==> src/rtl/rc4_stream_decipher.sv <==
// rc4_stream_decipher
// Receive-side RC4 stage: buffers keystream bytes from key_gene in a small FIFO
// and XORs them onto the incoming ciphertext to recover plaintext. All byte
// interfaces are valid/ready. Defining RC4_DROP_EN builds the RC4-drop[DROP_N]
// prefix discard (DROP state + counter); without it start goes straight to RUN.
//
// state  | meaning
// -------+-----------------------------------------------------------------
// IDLE   | waiting for start; keystream FIFO contents kept, no refill
// DROP   | discarding the first DROP_N keystream bytes (RC4_DROP_EN only)
// RUN    | buffering keystream, deciphering ciphertext into the output reg
// DONE   | one-cycle done pulse, then back to IDLE
module rc4_stream_decipher #(
  parameter int KS_DEPTH = 4,
  parameter int LEN_W    = 16
`ifdef RC4_DROP_EN
  ,
  parameter int DROP_N   = 256
`endif
) (
  input  logic             clk,
  input  logic             rst,
  input  logic             start,
  input  logic [LEN_W-1:0] msg_len,
  input  logic             abort,
  input  logic             ks_valid,
  input  logic [7:0]       ks_data,
  output logic             ks_ready,
  input  logic             ct_valid,
  input  logic [7:0]       ct_data,
  output logic             ct_ready,
  output logic             pt_valid,
  output logic [7:0]       pt_data,
  input  logic             pt_ready,
  output logic             busy,
  output logic             done,
  output logic [LEN_W-1:0] remain
);

  localparam int PTR_W = (KS_DEPTH > 1) ? $clog2(KS_DEPTH) : 1;
  localparam int CNT_W = PTR_W + 1;

  typedef enum logic [1:0] {
    S_IDLE = 2'd0,
    S_RUN  = 2'd1,
    S_DONE = 2'd2
`ifdef RC4_DROP_EN
    ,
    S_DROP = 2'd3
`endif
  } state_t;

  state_t           state;
  state_t           state_nxt;
  logic [7:0]       fifo_mem [KS_DEPTH];
  logic [PTR_W-1:0] wr_ptr;
  logic [PTR_W-1:0] rd_ptr;
  logic [CNT_W-1:0] fifo_cnt;
  logic             fifo_full;
  logic             fifo_empty;
  logic             ks_hs;
  logic             ct_hs;
  logic             push;
  logic             pop;

  assign fifo_full  = (fifo_cnt == CNT_W'(KS_DEPTH));
  assign fifo_empty = (fifo_cnt == '0);
  assign ks_hs      = ks_valid && ks_ready;
  assign ct_hs      = ct_valid && ct_ready;
  // Only RUN stores keystream; DROP handshakes are discarded.
  assign push       = ks_hs && (state == S_RUN);
  assign pop        = ct_hs;
  assign busy       = (state != S_IDLE);
  assign done       = (state == S_DONE);

`ifdef RC4_DROP_EN
  localparam int DROP_W = (DROP_N > 1) ? $clog2(DROP_N) : 1;

  logic [DROP_W-1:0] drop_cnt;
  logic              dropped;
  logic              drop_last;
  logic              drop_pending;

  assign drop_last    = (drop_cnt == DROP_W'(DROP_N - 1));
  assign drop_pending = !dropped && (DROP_N != 0);

  // Count discarded prefix bytes; dropped persists until reset or a mid-message abort.
  always_ff @(posedge clk) begin
    if (rst) begin
      drop_cnt <= '0;
      dropped  <= 1'b0;
    end else if (abort && (state != S_IDLE)) begin
      drop_cnt <= '0;
      dropped  <= 1'b0;
    end else if ((state == S_DROP) && ks_hs) begin
      if (drop_last) begin
        drop_cnt <= '0;
        dropped  <= 1'b1;
      end else begin
        drop_cnt <= drop_cnt + DROP_W'(1);
      end
    end
  end
`endif

  // Handshake readies are combinational from state and FIFO occupancy.
  always_comb begin
    ks_ready = 1'b0;
    ct_ready = 1'b0;
    if (state == S_RUN) begin
      ks_ready = !fifo_full;
      ct_ready = (remain != '0) && !fifo_empty && (!pt_valid || pt_ready);
    end
`ifdef RC4_DROP_EN
    if (state == S_DROP) ks_ready = 1'b1;
`endif
  end

  // Next-state logic; abort overrides everything, including a same-cycle start.
  always_comb begin
    state_nxt = state;
    case (state)
      S_IDLE: begin
        if (start) begin
          if (msg_len == '0) state_nxt = S_DONE;
`ifdef RC4_DROP_EN
          else if (drop_pending) state_nxt = S_DROP;
`endif
          else state_nxt = S_RUN;
        end
      end
`ifdef RC4_DROP_EN
      S_DROP: begin
        if (ks_hs && drop_last) state_nxt = S_RUN;
      end
`endif
      S_RUN: begin
        if ((remain == '0) && (!pt_valid || pt_ready)) state_nxt = S_DONE;
      end
      S_DONE:  state_nxt = S_IDLE;
      default: state_nxt = S_IDLE;
    endcase
    if (abort) state_nxt = S_IDLE;
  end

  // State register.
  always_ff @(posedge clk) begin
    if (rst) state <= S_IDLE;
    else     state <= state_nxt;
  end

  // Keystream FIFO pointers and occupancy; abort in any state flushes it.
  always_ff @(posedge clk) begin
    if (rst || abort) begin
      wr_ptr   <= '0;
      rd_ptr   <= '0;
      fifo_cnt <= '0;
    end else begin
      if (push) wr_ptr <= wr_ptr + PTR_W'(1);
      if (pop)  rd_ptr <= rd_ptr + PTR_W'(1);
      case ({push, pop})
        2'b10:   fifo_cnt <= fifo_cnt + CNT_W'(1);
        2'b01:   fifo_cnt <= fifo_cnt - CNT_W'(1);
        default: fifo_cnt <= fifo_cnt;
      endcase
    end
  end

  // Keystream storage; no reset needed since occupancy gates every read.
  always_ff @(posedge clk) begin
    if (push) fifo_mem[wr_ptr] <= ks_data;
  end

  // Remaining-byte counter and the plaintext output register.
  always_ff @(posedge clk) begin
    if (rst) begin
      remain   <= '0;
      pt_valid <= 1'b0;
      pt_data  <= 8'h00;
    end else if (abort) begin
      remain   <= '0;
      pt_valid <= 1'b0;
    end else begin
      if ((state == S_IDLE) && start) remain <= msg_len;
      else if (ct_hs)                 remain <= remain - LEN_W'(1);
      if (ct_hs) begin
        pt_data  <= ct_data ^ fifo_mem[rd_ptr];
        pt_valid <= 1'b1;
      end else if (pt_ready) begin
        pt_valid <= 1'b0;
      end
    end
  end

endmodule

==> config.mk <==
export PLATFORM = sky130hd
export DESIGN_NAME = rc4_stream_decipher
export DESIGN_NICKNAME = d
export VERILOG_FILES = /design/src/rtl/rc4_stream_decipher.sv
export SDC_FILE = /design/constraint.sdc
export NUM_CORES = 1
export LEC_CHECK = 0
export CORE_ASPECT_RATIO = 1.4
export CORE_MARGIN = 2
export CORE_UTILIZATION = 45
export DETAILED_ROUTE_END_ITERATION = 12
export DONT_BUFFER_PORTS = 1
export GPL_TIMING_DRIVEN = 0
export SKIP_CTS_REPAIR_TIMING = 1
export SLEW_MARGIN = 20
export SYNTH_ARGS = -nofsm -noshare
export SYNTH_HDL_FRONTEND = slang
export SYNTH_SLANG_ARGS = --single-unit
==> constraint.sdc <==
create_clock -name clk -period 4.5 [get_ports clk]
set_clock_uncertainty 0.05 [all_clocks]
set_input_delay 0.45 -clock clk [delete_from_list [all_inputs] [get_ports clk]]
set_output_delay 0.45 -clock clk [all_outputs]
set_load 0.05 [all_outputs]
---- Yosys cells after proc, flatten, opt, wreduce, memory -nomap -nowiden ----
Memory sizes are Yosys's and may differ from the RTL's. A register that Yosys moved wholly into a read port is not among the register bits.
Index checks and enable logic that the tools add are counted.
operators by class
  bitwise operators ....................... 2
  mux-type cells .......................... 15
  equal/unequal tests ..................... 7
  $add $sub $neg .......................... 5
  reduce and logical (&&, ||, !) cells .... 24
operators with widths
  kind                                                   count
  zero test 16 bit                                       2
  2-to-1 mux 16 bit                                      2
  nonzero test 16 bit                                    1
  subtractor 16 x 1 -> 16 bit, second input constant     1
  2-to-1 mux 2 bit                                       5
  nonzero test 2 bit                                     4
  bitwise XOR 8 bit                                      1
  logical AND 1 bit                                      7
  2-to-1 mux 1 bit                                       6
  one-hot mux 3 bit (2 select lines)                     1
  adder 2 x 1 -> 2 bit, second input constant            2
  == test 2 x 1 -> 1 bit, second input constant          2
  == test 2 bit, second input constant                   2
  one-hot mux 2 bit (2 select lines)                     1
  AND reduction 2 bit                                    2
  adder 3 x 1 -> 3 bit, second input constant            1
  == test 3 bit, second input constant                   1
  zero test 1 bit                                        3
  zero test 3 bit                                        1
  subtractor 3 x 1 -> 3 bit, second input constant       1
  zero test 2 bit                                        1
  logical OR 1 bit                                       2
  inequality test 2 x 1 -> 1 bit, second input constant  1
  inequality test 2 bit, second input constant           1
  2 further kinds                                        2
storage, ports and cells
  logic and storage cells ................. 61
  memories ................................ 1
  input port bits ......................... 39
  register bits after elaboration ......... 34
  memory bits (writable) .................. 32
memories
  memory    depth  bits a word  read ports  clocked after Yosys merged registers in  write ports  RTL line  text
  fifo_mem  4      8            1           1                                        1            55        logic [7:0] fifo_mem [KS_DEPTH];

---- Depth between registers and ports, before layout ----
  word-level depth ........................ 8
  gate-level depth with buffers ........... 13
  gate-level depth less buffers ........... 12

---- Worst setup path after synthesis ----
OpenSTA, ideal clock, no wires.
  path type ............................... reg2reg
  start point ............................. reg remain[0]
  end point ............................... reg fifo_cnt[2]
  arrival time ............................ 2968 ps
  cell stages (with the launch flop) ...... 14
  path buffers ............................ 1
  setup slack ............................. 1412 ps
  setup time .............................. 70 ps
  period minus slack after synthesis ...... 3088 ps
  cells stage by stage .................... dfxtp_1 -> inv_1 -> ha_1 -> nor3b_1 -> nand4_2 -> nand2_4 -> inv_2 -> buf_6 -> ha_1 -> inv_1 -> fa_1 -> xor2_1 -> or3_1 -> a21oi_1
between the ends
  word-level cells in the longest chain between the ends .. 7
  elaborated cells on any way between the ends .. 9
  those cells by class .................... 2 x eq/ne; 2 x mux; 5 x reduce/logical
ends and longest elaborated chain
  what                                                                      RTL line  text
  start: declaration                                                        37        output logic [LEN_W-1:0] remain
  start signal: assignment                                                  184       if ((state == S_IDLE) && start) remain <= msg_len;
  start signal: assignment                                                  185       else if (ct_hs) remain <= remain - LEN_W'(1);
  nonzero test 16 bit (*)                                                   112       ct_ready = (remain != '0) && !fifo_empty && (!pt_valid || pt_ready);
  logical AND 1 bit (*) (2 in a row)                                        112
  2-to-1 mux 1 bit (*)                                                      110       if (state == S_RUN) begin
  logical AND 1 bit (*)                                                     69        assign ct_hs = ct_valid && ct_ready;
  net ct_hs                                                                 62        logic ct_hs;
  == test 2 x 1 -> 1 bit or == test 2 bit (tied branches)                   161       case ({push, pop})
  one-hot mux 3 bit (2 select lines) or nonzero test 2 bit (tied branches)  -
  end signal: assignment                                                    162       2'b10: fifo_cnt <= fifo_cnt + CNT_W'(1);
  end signal: assignment                                                    163       2'b01: fifo_cnt <= fifo_cnt - CNT_W'(1);
  end signal: assignment                                                    164       default: fifo_cnt <= fifo_cnt;
  end: declaration                                                          58        logic [CNT_W-1:0] fifo_cnt;
The timed path passes the listed nets; every way through them passes the cells marked *.
A chain may end at the register's enable or synchronous reset.

---- Worst setup path after layout ----
Same ends and word-level chain as after synthesis.

==> impl_metrics.tcl <==
set metrics [dict create \
    status "finished, final reports clean" \
    ys_seq_elements 68 \
    rows 36 \
    n_antenna_cell 0 \
    wl_per_cell_um 19.1 \
    synth_top_area_share_pct 30.6 \
    seq_area_frac_synth_pct 53.5 \
    place_inst 369 \
    drt_pass1_iterations 4 \
    num_vias 2255 \
    yosysMostFrequentCell "dfxtp_1" \
    grt_max_degree 15 \
    worstSetupPathType "reg -> reg" \
    grt.total_usage_pct 20.1 \
    synth_ff_type "dfxtp_1" \
    power_frac_clock_pct 39.5 \
    cts_buffers 9 \
    fin_tns_setup_ns 0 \
    grt_pass1_wl_um 11100 \
    setup_viol 0 \
    syn-num-nets 319 \
    worstHoldStart "ks_data[0]" \
    synth.distinct_cells 54 \
    final_cells 385 \
    max-cap-violations 0 \
    finish.utilization_pct 50.9 \
    r2r-start "remain[0]" \
    peakVddDrop_mv 0.248 \
    crit_fanout 10 \
    fin_nets 331 \
    synth_commonest_cells "dfxtp_1, edfxtp_1, nor2_1" \
    leakage_uw 0.00112 \
    syn_area_per_cell_um2 11.5 \
    clk_pin_slew_ns 0.08 \
    start_kind "register" \
    cts_tree "built" \
    hold_depth 0 \
    max-slew-margin-rel_pct 36.7 \
    core_area_um2 6850 \
    worstPathRequired_ns 4.72 \
    hp-class "in -> reg" \
    reg2reg_slack_ns 0.97 \
    fin_crit_sh_pct 78.5 \
    die_y_um 103 \
    pin_count 68 \
    netlist_instances 273 \
    fmax_ghz 0.283 \
    dp_hpwl_um 5440 \
    initial_core_util_pct 45.9 \
    hold_viol 0 \
    vias_per_cell 5.86 \
    grt_antenna_before_repair 0 \
    tightest_slew_ns 0.948 \
    holdPathEnd "fifo_mem[0][0]" \
    switching_power_uw 357 \
    critPathCaptureType "register" \
    fp.dieArea_um2 7680 \
    arrival_ns 3.75 \
    yosysTopAreaCell "edfxtp_1" \
    clock_sinks 68 \
    grt_pass1_vias 2241 \
    netSwitchingFraction_pct 27.2 \
    overflow 0 \
    p_int_uw 957 \
    antenna_left 0 \
    r2r_cells 13 \
    synthTopCellsByArea "edfxtp_1, dfxtp_1, mux4_2, nor2_1, xnor2_1" \
    route.detailed.drc 0 \
    power_density_nw_per_um2 377 \
    routed_wl_um 7350 \
    cts_max_path_buffers 2 \
    rsz0062_at_grt "false" \
    p_comb_share_pct 8.4 \
    slew_violations 0 \
    drtIter0Drc 115 \
    syn_to_final_growth_pct 10.8 \
    root_buffer "clkbuf_8" \
    clkLatencyLatePin_ns 0.35 \
    portBuffers 0 \
    die_w_um 74.6 \
    yosysWarnings 0 \
    power_frac_seq_pct 52.1 \
    fin_crit_ns 3.53 \
    gp_routability_congestion 0.918 \
    synth_edf_count 32 \
    drive_gt1_share_pct 16.6 \
    reg2reg_to "fifo_cnt[2]" \
    async_flop_share_pct 0 \
    syn_area_um2 3140 \
    htreeDepth 3 \
]
[sequential cells by signal (all words and copies together), names as in the netlist, named ones only]
register  flops
fifo_mem     32
state         2
rd_ptr        2
fifo_cnt      3
pt_data       8
pt_valid      1
wr_ptr        2
remain       16
[final cells by class]
| cell class | instances | area (um^2) |
|---|---|---|
| tap | 95 | 119 |
| inverter | 12 | 45.0 |
| fill | 631 | 3360 |
| buffer | 11 | 57.6 |
| clock buffer | 9 | 124 |
| sequential | 68 | 1680 |
| multi-input combinational | 182 | 1370 |
| timing repair buffer | 1 | 11.3 |
| clock inverter | 7 | 80.1 |
[cells in the final DEF, fill, tap and decap left out, types with 4 or more instances in the layout]
| cell | instances |
|---|---|
| dfxtp_1 | 36 |
| edfxtp_1 | 32 |
| nor2_1 | 27 |
| a21oi_1 | 17 |
| a211oi_1 | 12 |
| inv_1 | 11 |
| xnor2_1 | 11 |
| nor4_1 | 9 |
| nand2_1 | 9 |
| clkbuf_8 | 9 |
| mux4_2 | 8 |
| nand3_1 | 7 |
| o21ai_0 | 6 |
| ha_1 | 6 |
| clkbuf_1 | 5 |
| buf_2 | 4 |
| and3_1 | 4 |
| nor3_1 | 4 |
| o21a_1 | 4 |
| inv_6 | 4 |
[cell families after synthesis]
kind of cell	count (synthesis)	synth area share, %
simple gates	89	17.0
flops	68	53.5
compound gates	63	13.3
buf+inv	23	3.26
xor+xnor	14	3.90
mux	9	6.05
fa+ha+maj	7	3.03
[stage by stage]
step | setup slack (ns) | hold slack, ns | instance area [um^2] | power [uW]
2_1_floorplan | 1.41 | 0.392 | 3140 | 780
3_3_place_gp | 1.04 | 0.423 | 3260 | 806
3_5_place_dp | 1.01 | 0.433 | 3280 | 807
4_1_cts | 0.968 | 0.128 | 3480 | 1320
5_1_grt | 0.834 | 0.111 | 3480 | 1370
6_report | 0.967 | 0.145 | 3480 | 1310
[worst max-delay path by stage]
stage	startpoint	to	slack, ns	depth (start not counted)
after floorplan	remain[0]	fifo_cnt[2]	1.41	13
after global placement	remain[0]	fifo_cnt[2]	1.04	13
after detailed placement	remain[0]	fifo_cnt[2]	1.01	13
after CTS	remain[0]	fifo_cnt[2]	0.97	13
after global routing	remain[0]	fifo_cnt[2]	0.83	13
final	remain[0]	fifo_cnt[2]	0.97	13
[worst max-delay path: stages, from the launching register on]
cell     delay, ns
dfxtp_1       0.82
inv_1         0.18
ha_1          0.34
nor3b_1       0.20
nand4_2       0.22
nand2_4       0.11
inv_2         0.14
buf_6         0.17
ha_1          0.19
inv_1         0.06
fa_1          0.37
xor2_1        0.15
or3_1         0.30
a21oi_1       0.14
[metal layers]
| layer | global-route usage (%) | up-vias | part of all wire (%) |
|---|---|---|---|
| met5 | 0 | - | 0 |
| met1 | 20.9 | 1087 | 37 |
| met2 | 35.3 | 92 | 54 |
| met3 | 8.02 | 11 | 7.5 |
| met4 | 8.93 | 0 | 1.8 |
| li1 | - | 1065 | - |
[power groups by stage]
stage	clock network (uW)	logic, uW	registers, uW
final	519	110	685
after global routing	567	119	686
after CTS	532	109	684
after detailed placement	0	108	699
after global placement	0	107	698
after floorplan	0	84.3	695
No activity file was read; power rests on OpenSTA's default activity.
